`src/rtl/bp_pkg.sv`:
```
// rtl/bp_pkg.sv - shared counter encodings, mode constants and counter update for the branch predictor
package bp_pkg;

  typedef logic [1:0] cnt_t;

  // 2-bit saturating counter states
  localparam cnt_t CNT_SNT   = 2'b00;
  localparam cnt_t CNT_WNT   = 2'b01;
  localparam cnt_t CNT_WT    = 2'b10;
  localparam cnt_t CNT_ST    = 2'b11;
  localparam cnt_t CNT_RESET = CNT_WNT;

  // Counter-table indexing modes
  localparam int BP_BIMODAL = 0;
  localparam int BP_GSHARE  = 1;

  // Move one step toward the outcome, holding at either end
  function automatic cnt_t sat_cnt_next(input cnt_t cnt, input logic taken);
    if (taken) begin
      return (cnt == CNT_ST) ? CNT_ST : cnt + 2'd1;
    end
    return (cnt == CNT_SNT) ? CNT_SNT : cnt - 2'd1;
  endfunction

endpackage

```
`src/rtl/bp_btb.sv`:
```
// rtl/bp_btb.sv - direct-mapped branch target buffer with combinational lookup
// Ports:
//   clk, rst_n            clock, synchronous active-low reset (clears valid bits only)
//   rd_idx, rd_tag        lookup index and tag
//   rd_hit, rd_target     lookup result; target forced to 0 on a miss
//   wr_en, wr_idx,        write port; a write always sets valid and replaces
//   wr_tag, wr_target     whatever entry currently lives at wr_idx
module bp_btb #(
  parameter int ENTRIES = 16,
  parameter int ADDR_W  = 30,
  parameter int IDX     = $clog2(ENTRIES)
) (
  input  logic              clk,
  input  logic              rst_n,
  input  logic [IDX-1:0]    rd_idx,
  input  logic [ADDR_W-IDX-1:0] rd_tag,
  output logic              rd_hit,
  output logic [ADDR_W-1:0] rd_target,
  input  logic              wr_en,
  input  logic [IDX-1:0]    wr_idx,
  input  logic [ADDR_W-IDX-1:0] wr_tag,
  input  logic [ADDR_W-1:0] wr_target
);

  localparam int TAG_W = ADDR_W - IDX;

  logic [ENTRIES-1:0] valid_q, valid_d;
  logic [TAG_W-1:0]   tag_q    [ENTRIES];
  logic [TAG_W-1:0]   tag_d    [ENTRIES];
  logic [ADDR_W-1:0]  target_q [ENTRIES];
  logic [ADDR_W-1:0]  target_d [ENTRIES];

  always_comb begin
    valid_d  = valid_q;
    tag_d    = tag_q;
    target_d = target_q;
    if (wr_en) begin
      valid_d[wr_idx]  = 1'b1;
      tag_d[wr_idx]    = wr_tag;
      target_d[wr_idx] = wr_target;
    end
  end

  // Tag and target need no reset: a cleared valid bit masks them
  always_ff @(posedge clk) begin
    if (!rst_n) begin
      valid_q <= '0;
    end else begin
      valid_q <= valid_d;
    end
    tag_q    <= tag_d;
    target_q <= target_d;
  end

  assign rd_hit    = valid_q[rd_idx] && (tag_q[rd_idx] == rd_tag);
  assign rd_target = rd_hit ? target_q[rd_idx] : '0;

endmodule

```
`src/rtl/branch_predictor.sv`:
```
// rtl/branch_predictor.sv - bimodal/gshare dynamic branch predictor with BTB and statistics
// Ports:
//   clk, rst_n                  clock, synchronous active-low reset
//   stall                       pipeline stall; suppresses training
//   lookup_pc                   IF fetch word address
//   pred_hit/taken/target/ghr   same-cycle prediction and current global history
//   upd_valid/pc/ghr/taken/     resolved branch from ID
//   upd_target/upd_mispredict
//   branch_cnt, mispredict_cnt  wrapping statistics of applied updates
module branch_predictor
  import bp_pkg::*;
#(
  parameter int ENTRIES   = 16,
  parameter int HIST_BITS = 4,
  parameter int MODE      = 0,
  parameter int ADDR_W    = 30
) (
  input  logic                 clk,
  input  logic                 rst_n,
  input  logic                 stall,
  input  logic [ADDR_W-1:0]    lookup_pc,
  output logic                 pred_hit,
  output logic                 pred_taken,
  output logic [ADDR_W-1:0]    pred_target,
  output logic [HIST_BITS-1:0] pred_ghr,
  input  logic                 upd_valid,
  input  logic [ADDR_W-1:0]    upd_pc,
  input  logic [HIST_BITS-1:0] upd_ghr,
  input  logic                 upd_taken,
  input  logic [ADDR_W-1:0]    upd_target,
  input  logic                 upd_mispredict,
  output logic [31:0]          branch_cnt,
  output logic [31:0]          mispredict_cnt
);

  localparam int IDX = $clog2(ENTRIES);

  cnt_t                 cnt_q [ENTRIES];
  cnt_t                 cnt_d [ENTRIES];
  logic [HIST_BITS-1:0] ghr_q, ghr_d;
  logic [31:0]          branch_cnt_q, branch_cnt_d;
  logic [31:0]          mispredict_cnt_q, mispredict_cnt_d;

  logic                 apply;
  logic [IDX-1:0]       lookup_cidx;
  logic [IDX-1:0]       upd_cidx;

  // Training uses the history captured at fetch so it lands on the entry
  // that produced the prediction, not the one the current GHR points to.
  function automatic logic [IDX-1:0] cnt_index(input logic [IDX-1:0] base,
                                               input logic [HIST_BITS-1:0] hist);
    if (MODE == BP_GSHARE) begin
      return base ^ IDX'(hist);
    end
    return base;
  endfunction

  // ID re-presents a stalled branch, so skipping it here trains it once
  assign apply       = upd_valid & ~stall;
  assign lookup_cidx = cnt_index(lookup_pc[IDX-1:0], ghr_q);
  assign upd_cidx    = cnt_index(upd_pc[IDX-1:0], upd_ghr);

  bp_btb #(
    .ENTRIES (ENTRIES),
    .ADDR_W  (ADDR_W),
    .IDX     (IDX)
  ) u_btb (
    .clk       (clk),
    .rst_n     (rst_n),
    .rd_idx    (lookup_pc[IDX-1:0]),
    .rd_tag    (lookup_pc[ADDR_W-1:IDX]),
    .rd_hit    (pred_hit),
    .rd_target (pred_target),
    .wr_en     (apply & upd_taken),
    .wr_idx    (upd_pc[IDX-1:0]),
    .wr_tag    (upd_pc[ADDR_W-1:IDX]),
    .wr_target (upd_target)
  );

  always_comb begin
    cnt_d            = cnt_q;
    ghr_d            = ghr_q;
    branch_cnt_d     = branch_cnt_q;
    mispredict_cnt_d = mispredict_cnt_q;
    if (apply) begin
      cnt_d[upd_cidx] = sat_cnt_next(cnt_q[upd_cidx], upd_taken);
      ghr_d           = (ghr_q << 1) | HIST_BITS'(upd_taken);
      branch_cnt_d    = branch_cnt_q + 32'd1;
      if (upd_mispredict) begin
        mispredict_cnt_d = mispredict_cnt_q + 32'd1;
      end
    end
  end

  always_ff @(posedge clk) begin
    if (!rst_n) begin
      cnt_q            <= '{default: CNT_RESET};
      ghr_q            <= '0;
      branch_cnt_q     <= '0;
      mispredict_cnt_q <= '0;
    end else begin
      cnt_q            <= cnt_d;
      ghr_q            <= ghr_d;
      branch_cnt_q     <= branch_cnt_d;
      mispredict_cnt_q <= mispredict_cnt_d;
    end
  end

  assign pred_taken     = pred_hit & cnt_q[lookup_cidx][1];
  assign pred_ghr       = ghr_q;
  assign branch_cnt     = branch_cnt_q;
  assign mispredict_cnt = mispredict_cnt_q;

endmodule

```
`config.mk`:
```
export PLATFORM = sky130hd
export DESIGN_NAME = branch_predictor
export DESIGN_NICKNAME = d
export VERILOG_FILES = /design/src/rtl/bp_pkg.sv /design/src/rtl/bp_btb.sv /design/src/rtl/branch_predictor.sv
export SDC_FILE = /design/constraint.sdc
export NUM_CORES = 1
export LEC_CHECK = 0
export CAP_MARGIN = 20
export CORE_MARGIN = 2
export CORE_UTILIZATION = 35
export DETAILED_ROUTE_END_ITERATION = 10
export GPL_TIMING_DRIVEN = 0
export SLEW_MARGIN = 5
export SYNTH_ARGS = -nofsm -noshare
export SYNTH_HDL_FRONTEND = slang
export SYNTH_SLANG_ARGS = --single-unit
```
`constraint.sdc`:
```
create_clock -name clk -period 8.94 [get_ports clk]
set_input_delay 1.788 -clock clk [delete_from_list [all_inputs] [get_ports clk]]
set_output_delay 1.788 -clock clk [all_outputs]
set_load 0.01 [all_outputs]
```
==> Flow_metrics.wiki <==
{| class="wikitable"
! Metric !! Value
|-
| Status || complete, no violations
|-
| Pin count of the biggest net entering global routing || 34
|-
| Warnings from Yosys || 0
|-
| Floorplan die area || 117,000 um^2
|-
| Area growth, synth to finish || 20.6%
|-
| Area fraction of the dominant cell type after synthesis || 0.672
|-
| First-pass GRT wire length || 154 mm
|-
| Standard cell core area || 114,000 um^2
|-
| FMAX || 116 MHz
|-
| Share of the synthesized netlist area taken by xor and xnor gates || 0.0195
|-
| Share of total power in combinational logic || 0.052
|-
| Worst Max-Slew Pin Slew || 1.16 ns
|-
| Layout cell share with drive strength beyond 1 || 0.242
|-
| Unrepaired setup endpoints after global routing || false
|-
| Maximum clock path buffer count || 3
|-
| Top area cells in the synthesized netlist || sky130_fd_sc_hd__edfxtp_1 (67%), sky130_fd_sc_hd__mux4_2 (15%), sky130_fd_sc_hd__dfxtp_1 (5.8%), sky130_fd_sc_hd__mux2i_1 (1.2%), sky130_fd_sc_hd__xnor2_1 (1.1%)
|-
| Post-DP HPWL || 70.5 mm
|-
| GR Util All Layers || 0.183
|-
| Compound-gate portion of the synthesized area || 0.0187
|-
| Overall die height || 342 um
|-
| Synthesized flop and latch total || 1,012
|-
| Power density of the placed cells || 203 nW/um^2
|-
| Slack of the critical path || 0.311 ns
|-
| Final Hold Fails || 0
|-
| Routability-driven placement congestion ratio || 0.821
|-
| Master cell of the clock root buffer || sky130_fd_sc_hd__clkbuf_16
|-
| Clk network pwr share || 0.420
|-
| CTS Buf Count || 106
|-
| Maximum resistive drop on vdd || 155 uV
|-
| Post-synthesis sequential area ratio || 0.730
|-
| Residual antenna-violating net count after detailed routing || 0
|-
| Total iterations of the first detailed-routing run || 7
|-
| Maximum net fanout on the critical path || 10
|-
| Switching share of total power || 0.212
|-
| Area share of fa/ha/maj cells after synthesis || 0.00112
|-
| First-iteration detailed-routing DRC count || 2,212
|-
| DP Worst Slack || 0.153 ns
|-
| Cell depth of the worst flop-to-flop path || 6
|-
| Async set-or-reset flop fraction in the synthesized netlist || 0
|-
| Final Max Slew Viols || 0
|-
| Via density || 5.32
|-
| Fin util || 0.424
|-
| Hold-critical path depth || 1
|-
| Die width || 342 um
|-
| Syn Std Cell Area || 40,100 um^2
|-
| Number of enable flip-flop cells after synthesis || 896
|-
| Crit path arrival time || 6.84 ns
|-
| Number of maximum-capacitance violations || 0
|-
| Final Setup Violations || 0
|-
| Synthesized-area fraction occupied by and/or/nand/nor cells || 0.0535
|-
| GRT Residual Overflow || 0
|-
| Worst hold path class || reg -> reg
|-
| Clock latency on the worst-skew pair || 0.69 ns
|-
| Number of distinct library cells after synthesis || 60
|-
| Final Critical Period || 8.63 ns
|-
| Most area-hungry cell type in the Yosys netlist || sky130_fd_sc_hd__edfxtp_1
|-
| Setup crit start kind || input port
|-
| Count of pins on the block boundary || 200
|-
| Switching power || 2080 uW
|-
| Worst clock skew || 0.0263 ns
|-
| Max H-tree Level || 3
|-
| CTS clk-pin slew, worst paths || 0.06 ns
|-
| NumNets Final || 2,460
|-
| Share of synthesized area spent on multiplexers || 0.162
|-
| Mean cell area of the mapped netlist || 20.2 um^2
|-
| Initial cell density of the core || 0.352
|-
| Internal power summed over all cells || 7720 uW
|-
| Wire length per cell after detailed routing || 27.1 um
|-
| Vias in the first global route || 21,800
|-
| Synthesized instance count || 1,985
|-
| Number of antenna violations at the first check in global routing || 18
|-
| Sinks on Clock Net || 1,012
|-
| Relative slew slack || 0.223
|-
| Synthesized netlist net count || 2,087
|-
| Combinational family with the most area after synthesis || multiplexers
|-
| Total via count in the routed design || 21,100
|-
| Kind of capture point of the worst setup path || output port
|-
| CP Class || in -> out
|-
| Critical Path RT || 7.15 ns
|-
| Top FF cell, synth || sky130_fd_sc_hd__edfxtp_1
|-
| CTS tree || yes
|-
| Leakage power summed over all cells || 0.0153 uW
|-
| Number of port buffers || 189
|-
| Total DRC errors in the routed layout || 0
|-
| Fill cell count || 9,893
|-
| Wirelength, routed || 107 mm
|-
| Cell Rows || 124
|-
| Seq pwr share || 0.529
|-
| Post-route fraction of the period consumed by the critical path || 0.965
|}
## layout make-up
class	count	area, um^2	area share
Tap cell	1512	1890	0.0391
Clock buffer	129	2830	0.0586
Sequential cell	1012	29200	0.605
Clock inverter	61	400	0.00828
Inverter	10	37.5	0.000777
Buffer	102	584	0.0121
Multi-Input combinational cell	861	10300	0.213
Antenna cell	4	10.0	0.000207
Timing Repair Buffer	265	3030	0.0627
## synthesized netlist by cell type, drive strengths merged (9+ instances only)
cell type and n:
a21boi 23, a221oi 9, and2 57, and3 13, and4 9, buf 58
clkbuf 44, dfxtp 116, edfxtp 896, inv 10, mux2i 49, mux4 266
nand2 87, nand3 54, nand4 14, nor2 31, nor2b 20, nor3 10
nor4b 31, o21a 17, o21ai 16, xnor2 51, xor2 38
## kinds of logic (layout without fill, tap and decap cells)
| kind of cell | Yosys count | in the layout |
|---|---|---|
| adder cells (fa/ha/maj) | 4 | 4 |
| AND/OR/NAND/NOR | 351 | 351 |
| flip-flops | 1012 | 1012 |
| buffers and inverters | 112 | 567 |
| AO/OA/AOI/OAI | 101 | 101 |
| XOR/XNOR | 89 | 89 |
| other | 0 | 4 |
| multiplexers | 316 | 316 |
## path summary, 6_finish.rpt
path / slack [ns] / startpoint / end
max: 0.31 / lookup_pc[1] / pred_target[29]
min: 0.46 / u_btb.valid_q[13] / u_btb.valid_q[13]
max reg2reg: 6.40 / branch_cnt[3] / branch_cnt[31]
min reg2reg: 0.46 / u_btb.valid_q[13] / u_btb.valid_q[13]
## critical path, stage by stage
cell and delay (ns):
sky130_fd_sc_hd__clkdlybuf4s50_1 0.60, sky130_fd_sc_hd__buf_2 0.36, sky130_fd_sc_hd__buf_2 0.42, sky130_fd_sc_hd__buf_2 0.43
sky130_fd_sc_hd__mux4_2 0.39, sky130_fd_sc_hd__a22oi_1 0.21, sky130_fd_sc_hd__nand2_1 0.09, sky130_fd_sc_hd__xnor2_1 0.40
sky130_fd_sc_hd__nand4_2 0.45, sky130_fd_sc_hd__nor4b_1 0.97, sky130_fd_sc_hd__clkdlybuf4s50_1 0.70
## cells in the final DEF, fill, tap and decap left out, drive strengths merged, types with 20 or more instances in the layout
cell,instances
nand2,87
buf,134
xor2,38
xnor2,51
edfxtp,896
nor2,31
clkbuf,173
nor2b,20
nand3,54
mux4,266
clkdlybuf4s50,189
a21boi,23
dfxtp,116
nor4b,31
mux2i,49
clkinv,52
and2,57
## repair_timing
item                       CTS  global route
setup buffers                0             2
hold buffers                 0             0
setup endpoints to repair    0             2
resized for setup            0             0
## sequential cells by signal, summed over array words and instances (netlist names)
signal and count:
u_btb.target_q 480, u_btb.tag_q 416, branch_cnt 32, cnt_q 32, mispredict_cnt 32, u_btb.valid_q 16
pred_ghr 4
## power groups by stage
stage                     Combinational (uW)  Sequential, uW  Clock (uW)
after floorplan                          280            5280           0
after global placement                   486            5280           0
after detailed placement                 510            5280           0
after CTS                                511            5180        4200
after global routing                     541            5180        4380
final                                    507            5180        4110
## stage by stage
step,power (uW),hold slack [ns],cell area [um^2],TNS (ns),instances
3_3_place_gp,5770,0.441,43800,-2051.34,3686
5_1_grt,10100,0.492,48300,0,3955
4_1_cts,9890,0.466,48300,0,3946
2_1_floorplan,5560,0.435,40100,0,1985
6_report,9800,0.463,48300,0,3956
3_5_place_dp,5790,0.453,45000,0,3756
## per-layer routing
layer | track usage | part of all wire | vias to the layer above
met2 | 0.319 | 0.52 | 764
li1 | - | - | 8897
met5 | 0 | 0.0014 | -
met3 | 0.0415 | 0.068 | 187
met1 | 0.230 | 0.39 | 11200
met4 | 0.0469 | 0.023 | 24
No activity file was read; power rests on OpenSTA's default activity.
